$ cat config.mk
export PLATFORM = sky130hd
export DESIGN_NAME = apb3_initiator
export DESIGN_NICKNAME = d
export VERILOG_FILES = /design/src/rtl/apb3_initiator.sv
export SDC_FILE = /design/constraint.sdc
export NUM_CORES = 1
export LEC_CHECK = 0
export ABC_CLOCK_PERIOD_IN_PS = 6560
export CORE_ASPECT_RATIO = 0.75
export CORE_MARGIN = 1.5
export CORE_UTILIZATION = 60
export CTS_BUF_LIST = sky130_fd_sc_hd__clkbuf_8 sky130_fd_sc_hd__clkbuf_16
export CTS_CLUSTER_SIZE = 40
export DETAILED_ROUTE_END_ITERATION = 8
export DONT_BUFFER_PORTS = 1
export PLACE_DENSITY = 0.73
export SLEW_MARGIN = 20
export SYNTH_ARGS = -nofsm -noshare
export SYNTH_HDL_FRONTEND = slang
export SYNTH_SLANG_ARGS = --single-unit
$ cat constraint.sdc
create_clock -name PCLK -period 6.56 [get_ports PCLK]
set_input_delay 1.312 -clock PCLK [delete_from_list [all_inputs] [get_ports PCLK]]
set_output_delay 1.312 -clock PCLK [all_outputs]
set_load 0.02 [all_outputs]
$ cat src/rtl/apb3_initiator.sv
// APB3 initiator: single-word command/response front end driving one APB3 transfer at a time.
// Hung slaves are aborted after a programmable number of wait states.
module apb3_initiator #(
    parameter int ADDR_WIDTH     = 8,
    parameter int TIMEOUT_CYCLES = 255
) (
    input  logic                  PCLK,
    input  logic                  PRESETN,
    input  logic                  cmd_valid,
    output logic                  cmd_ready,
    input  logic                  cmd_write,
    input  logic [ADDR_WIDTH-1:0] cmd_addr,
    input  logic [31:0]           cmd_wdata,
    output logic                  rsp_valid,
    input  logic                  rsp_ready,
    output logic [31:0]           rsp_rdata,
    output logic                  rsp_err,
    output logic                  rsp_timeout,
    output logic                  PSEL,
    output logic                  PENABLE,
    output logic                  PWRITE,
    output logic [ADDR_WIDTH-1:0] PADDR,
    output logic [31:0]           PWDATA,
    input  logic [31:0]           PRDATA,
    input  logic                  PREADY,
    input  logic                  PSLVERR
);

    localparam logic [15:0] TO = 16'(TIMEOUT_CYCLES);

    typedef enum logic [1:0] {
        IDLE   = 2'd0,
        SETUP  = 2'd1,
        ACCESS = 2'd2,
        RESP   = 2'd3
    } state_t;

    state_t      state;
    logic [15:0] wait_cnt;
    logic [15:0] wait_nxt;

    assign wait_nxt = wait_cnt + 16'd1;

    // Handshake and bus strobes decode from state alone, so reset drops them at once.
    assign cmd_ready = (state == IDLE);
    assign PSEL      = (state == SETUP) || (state == ACCESS);
    assign PENABLE   = (state == ACCESS);
    assign rsp_valid = (state == RESP);

    always_ff @(posedge PCLK or negedge PRESETN) begin
        if (!PRESETN) begin
            state       <= IDLE;
            wait_cnt    <= '0;
            PWRITE      <= 1'b0;
            PADDR       <= '0;
            PWDATA      <= '0;
            rsp_rdata   <= '0;
            rsp_err     <= 1'b0;
            rsp_timeout <= 1'b0;
        end else begin
            case (state)
                IDLE: begin
                    if (cmd_valid) begin
                        PWRITE   <= cmd_write;
                        PADDR    <= cmd_addr;
                        PWDATA   <= cmd_wdata;
                        wait_cnt <= '0;
                        state    <= SETUP;
                    end
                end
                SETUP: begin
                    state <= ACCESS;
                end
                ACCESS: begin
                    if (PREADY) begin
                        rsp_rdata   <= PWRITE ? 32'd0 : PRDATA;
                        rsp_err     <= PSLVERR;
                        rsp_timeout <= 1'b0;
                        state       <= RESP;
                    end else begin
                        wait_cnt <= wait_nxt;
                        if (TO != 16'd0 && wait_nxt == TO) begin
                            rsp_rdata   <= '0;
                            rsp_err     <= 1'b1;
                            rsp_timeout <= 1'b1;
                            state       <= RESP;
                        end
                    end
                end
                RESP: begin
                    if (rsp_ready) state <= IDLE;
                end
                default: state <= IDLE;
            endcase
        end
    end

endmodule

==> metrics.txt <==
status=complete, no violations; Levels on crit path=2; Starting Density=0.6211; total routed wirelength=9.441 mm; worst slew pin tran=0.7831 ns; Arr. time, crit path=1.55 ns; antenna violations before repair=0; top-count cell post-synth=dfrtp_1; Global Route Usage Sum=0.2375; critical path's slowest cell=ha_1; minimum clock period=2.858 ns; DIE AREA=8126 sq um; number of synthesized flops with an enable pin=0; worst vdd ir=0.3323 mV; post-synthesis cell area=4553 sq um; P_leak=1.932 nW; GPL Wtd Cong=0.9624; top-area cell type share of the netlist area=0.5111; Post-Syn Area per Cell=11.02 sq um; Mapped Cells=413; fmax=349.9 MHz; global route overflow=0; Avg WL per Cell=18.44 um; fin util=0.6554; CTS Sinks=93; asr flop ratio synth=1.000; Area contributors post-synth=dfrtp_1, mux2_2, o21ai_2; Reg2Reg Depth=7; # DRC=0; Hold Buf Count CTS=0; Crit Reg-Reg Endpoint=wait_cnt[12]; delay-heaviest family, CP=adder cells; H-tree depth=3; Final setup viols=0; worst skew pair latency=0.35 ns; final worst slack=3.702 ns; TritonCTS Buffers=9; TritonCTS clock tree=built; Tcrit/Tclk final=0.4357; Setup TNS Final=0 ns; Setup crit end=PENABLE; share of layout cells above drive strength 1=0.2433; die height=78.44 um; I/O Buffers=0; commonest cells in the netlist=dfrtp_1, a21oi_1, mux2_2, nor2b_1, nand2b_1; filler cell count=582; CP startpoint=state[0]; Place WS=3.685 ns; CP bufs+invs=1; worst path required time=5.25 ns; vias in the first global route=3063; post-route ant nets=0; CTS clk-pin slew, worst paths=0.09 ns; Root Driver=clkbuf_8; pwr/cell area=493.7 nW/um^2; # IOs=158; cts repair resizes=0; Fin. Hold Viols=0; clock skew=0.01023 ns; HPWL Detailed=6.561 mm; Worst R2R Setup Slack=3.70 ns; Setup Buffers After CTS=0; Crit. End Element=primary output; dominant cell type by area after synthesis=dfrtp_1; first-pass GRT wire length=15.33 mm; worst flop-to-flop path startpoint=state[0]; largest net degree at the start of global routing=94; fin. max-slew vios=0; DR pass1 iterations=4; critical-path maximum fanout=16; Die W=103.6 um; prevailing post-synth register cell=dfrtp_1; startpoint types=register; CORE AREA=7331 sq um; Vias/cell=6.029; sequential-to-total area share from yosys stat=0.5111; Layout area overhead=5.524%; clock buffer depth=2; Row Count=27; Synth cell types=46; CP max stage delay=0.67 ns; # Max-Cap Violations=0; Max-slew headroom=0.4780; fin nets=490; Tot Pwr=2.372 mW; # diodes=0; Post-Syn Nets=497; critical-path cell list=inv_1 > ha_1; Vias=3087; RSZ-0062 raised after global routing=false; Seq cells post-synth=93; Worst Hold Class=reg -> reg; Warnings, synthesis=0; First DRT Iteration DRCs=176; critical path class=reg -> out
==> worst reg2reg max path, cell delays in order (launching register included) <==
cell and delay [ns]:
dfrtp_1 0.42, inv_1 0.10, ha_1 0.67, buf_4 0.38
nand2_1 0.16, nor2_1 0.57, nand2_1 0.21, o31ai_1 0.24
==> layout make-up <==
class / count / area (sq um) / area share
flip-flops and latches: 93 / 2327 / 0.4844
multi-input cells: 292 / 2092 / 0.4354
well taps: 101 / 126.4 / 0.02630
clock buffers: 9 / 123.9 / 0.02578
clock inverters: 7 / 82.58 / 0.01719
repair buffers: 4 / 30.03 / 0.006250
inverters: 6 / 22.52 / 0.004687
==> metal layers <==
layer | part of all wire | up-vias | global-route usage | routed length, um
met5 | 0 | - | 0 | 0
met2 | 0.46 | 148 | 0.3700 | 4367
li1 | - | 1451 | - | -
met4 | 0.0071 | 0 | 0.05694 | 67
met1 | 0.43 | 1480 | 0.3176 | 4094
met3 | 0.096 | 8 | 0.09053 | 911
==> layout by cell type (no fill, tap or decap), types with 3 or more instances in the layout <==
master	Yosys	final
dfrtp_1	93	93
a21oi_1	42	42
o31ai_1	5	5
nand4_1	6	6
nand3_1	8	8
a31oi_1	3	3
clkbuf_8	0	9
buf_4	0	4
o21ai_2	30	30
ha_1	5	5
nor3_1	3	3
inv_1	6	6
nand2_1	11	11
o21ai_0	23	23
nor2_1	16	15
nor2b_1	35	35
and4_1	3	3
mux2_2	41	41
nand2b_1	32	32
==> registers in the layout, summed over array words and instances, names as in the netlist <==
name	count
PADDR	8
PWDATA	32
PWRITE	1
rsp_err	1
rsp_rdata	32
rsp_timeout	1
state	2
wait_cnt	16
==> how the worst min path moves through the flow <==
stage,start,to,cells past startpoint
2_1_floorplan,wait_cnt[15],wait_cnt[15],1
3_3_place_gp,wait_cnt[15],wait_cnt[15],1
3_5_place_dp,wait_cnt[15],wait_cnt[15],1
4_1_cts,wait_cnt[15],wait_cnt[15],1
5_1_grt,wait_cnt[7],wait_cnt[7],1
6_report,wait_cnt[15],wait_cnt[15],1
==> through the flow <==
step | instance area, sq um | cells | hold slack (ns)
global placement | 4598 | 496 | 0.5206
detailed placement | 4598 | 496 | 0.5224
floorplan | 4553 | 413 | 0.4929
global route | 4805 | 512 | 0.5741
finish | 4805 | 512 | 0.5369
CTS | 4805 | 512 | 0.5371
==> power by group <==
| part | total [mW] | switching (mW) | internal (mW) |
|---|---|---|---|
| registers | 1.26 | 0.457 | 0.800 |
| clock network | 0.397 | 0.214 | 0.183 |
| logic | 0.717 | 0.377 | 0.340 |
| total | 2.37 | 1.05 | 1.32 |
==> logic make-up (layout without fill, tap and decap cells) <==
| family | after synthesis | in the layout | synth area share |
|---|---|---|---|
| fa+ha+maj | 5 | 5 | 0.01374 |
| flops | 93 | 93 | 0.5111 |
| compound gates | 116 | 116 | 0.1712 |
| buf+inv | 28 | 26 | 0.02995 |
| xor+xnor | 2 | 2 | 0.003848 |
| mux | 42 | 42 | 0.1036 |
| simple gates | 127 | 127 | 0.1665 |
Power figures use the tool's default switching activity.
==> RTL edit (same flow settings) <==
The parameter `ADDR_WIDTH` goes from 8 to 7.
--- a/src/rtl/apb3_initiator.sv
+++ b/src/rtl/apb3_initiator.sv
@@ -1,7 +1,7 @@
 // APB3 initiator: single-word command/response front end driving one APB3 transfer at a time.
 // Hung slaves are aborted after a programmable number of wait states.
 module apb3_initiator #(
-    parameter int ADDR_WIDTH     = 8,
+    parameter int ADDR_WIDTH     = 7,
     parameter int TIMEOUT_CYCLES = 255
 ) (
     input  logic                  PCLK,
Interface: changed (resized PADDR and cmd_addr); port bits go from 158 to 156. The function was not compared with the original's and may differ.
==> RTL edit against the original RTL <==
Worst setup slack worse by 0.33 ns; cell area is 0.49% lower; sequential cell count is 1 lower; global-route usage is 0.62 points lower; non-clock buffer count stayed put; area after synthesis is 0.27% higher; power is 1.9% lower; via count is 2.4% lower; sequential share of layout area is 0.28 points lower; wire length is 2.0% lower; critical path type unchanged; largest power group unchanged.
==> RTL edit: results (changes against the original RTL) <==
stage	metric	value	unit	change
synth	synth.top_cells.by_count	92 x sky130_fd_sc_hd__dfrtp_1, 40 x sky130_fd_sc_hd__mux2_2, 35 x sky130_fd_sc_hd__a21oi_1, 35 x sky130_fd_sc_hd__nor2b_1, 34 x sky130_fd_sc_hd__nand2b_1		
global_routing	grt_max_degree	93		-1.1%
synth	synth.avg_cell_area	11.0	um^2	about the same
power	power.leakage	1.90	nW	-1.8%
global_routing	grt_usage	0.231		-0.00623
routing	post_drt_wl_per_cell	18.1	um	-1.8%
critical_path	cp_slowest_stage_delay	0.60	ns	-0.07 ns
timing	worst-slew-pin-transition	0.968	ns	+0.185 ns
status	outcome	finished, final reports clean		
clocking	clock_sink_count	92		-1.1%
cells_and_area	diodes	0		unchanged
placed_design	place_area	0.00458	mm^2	-0.44%
placed_design	pre_cts_ws	3.54	ns	-0.145 ns
synth	synth-seq-area-share	0.504		-0.00688
cells_and_area	drive_above_1_share	0.241		-0.00185
cells_and_area	num-nets-final	489		-0.20%
global_routing	grt_first_pass_wirelength	14900	um	-2.7%
routing	drt-pass1-iter-count	5		+1
clocking	postCtsSetupRepairBufs	0		unchanged
critical_path	crit_arrival	1.88	ns	+0.33 ns
placed_design	hpwlAfterDp	6350	um	-3.3%
placed_design	routabilityCongestion	0.870		-9.6%
global_routing	grt_pass1_vias	2968		-3.1%
timing	finalClockSkew	0.0114	ns	+0.00120 ns
routing	drt-vias-per-instance	5.90		-2.2%
power	highest_ir_drop_seen_on_vdd	0.000257	V	-23%
critical_path	worstPathMaxFanout	23		+7
critical_path	crit_path_top_delay_cell	sky130_fd_sc_hd__ha_1		
routing	routed_wirelength	9250	um	-2.0%
synth	synth_cell_type_count	42		-8.7%
synth	post_synth_main_area_contributors	sky130_fd_sc_hd__dfrtp_1 50%, sky130_fd_sc_hd__mux2_2 9.9%, sky130_fd_sc_hd__o21ai_2 5.8%		
[RTL edit: worst paths after layout]
| check | depth (start not counted) | end | from | slack [ns] |
|---|---|---|---|---|
| setup / recovery | 3 | PENABLE | state[0]$_DFFE_PN0P_ | 3.37 |
| hold / removal | 1 | wait_cnt[15]$_DFFE_PN0P_ | wait_cnt[15]$_DFFE_PN0P_ | 0.52 |
| setup reg to reg | 7 | rsp_rdata[0]$_DFFE_PN0P_ | wait_cnt[0]$_DFFE_PN0P_ | 3.56 |
| hold reg to reg | 1 | wait_cnt[15]$_DFFE_PN0P_ | wait_cnt[15]$_DFFE_PN0P_ | 0.52 |
| max in group asynchronous | 0 | rsp_rdata[7]$_DFFE_PN0P_ | PRESETN | 5.76 |
| min in group asynchronous | 0 | PADDR[0]$_DFFE_PN0P_ | PRESETN | 0.65 |
[RTL edit: cells by family after synthesis]
family | Yosys count | share of synthesized area
xor+xnor | 5 | 0.00959
mux | 41 | 0.101
fa+ha+maj | 5 | 0.0137
flops | 92 | 0.504
buf+inv | 27 | 0.0337
simple gates | 134 | 0.173
compound gates | 110 | 0.164
[RTL edit: per-layer routing]
metal | track usage | part of all wire | vias to the layer above
met5 | 0 | 0 | -
met4 | 0.0556 | 0.0067 | 0
met3 | 0.0880 | 0.097 | 7
met2 | 0.365 | 0.47 | 119
met1 | 0.305 | 0.42 | 1451
li1 | - | - | 1436
[RTL edit: cell type report]
cell class,instances,area (um^2)
Fill cell,602,2580
Timing Repair Buffer,4,30.0
Inverter,4,15.0
Clock buffer,9,124
Tap cell,101,126
Sequential cell,92,2300
Clock inverter,6,71.3
Multi-Input combinational cell,295,2110
[RTL edit: power breakdown]
group	switching [mW]	internal (mW)
Clock	0.204	0.178
Sequential	0.450	0.791
Combinational	0.364	0.342
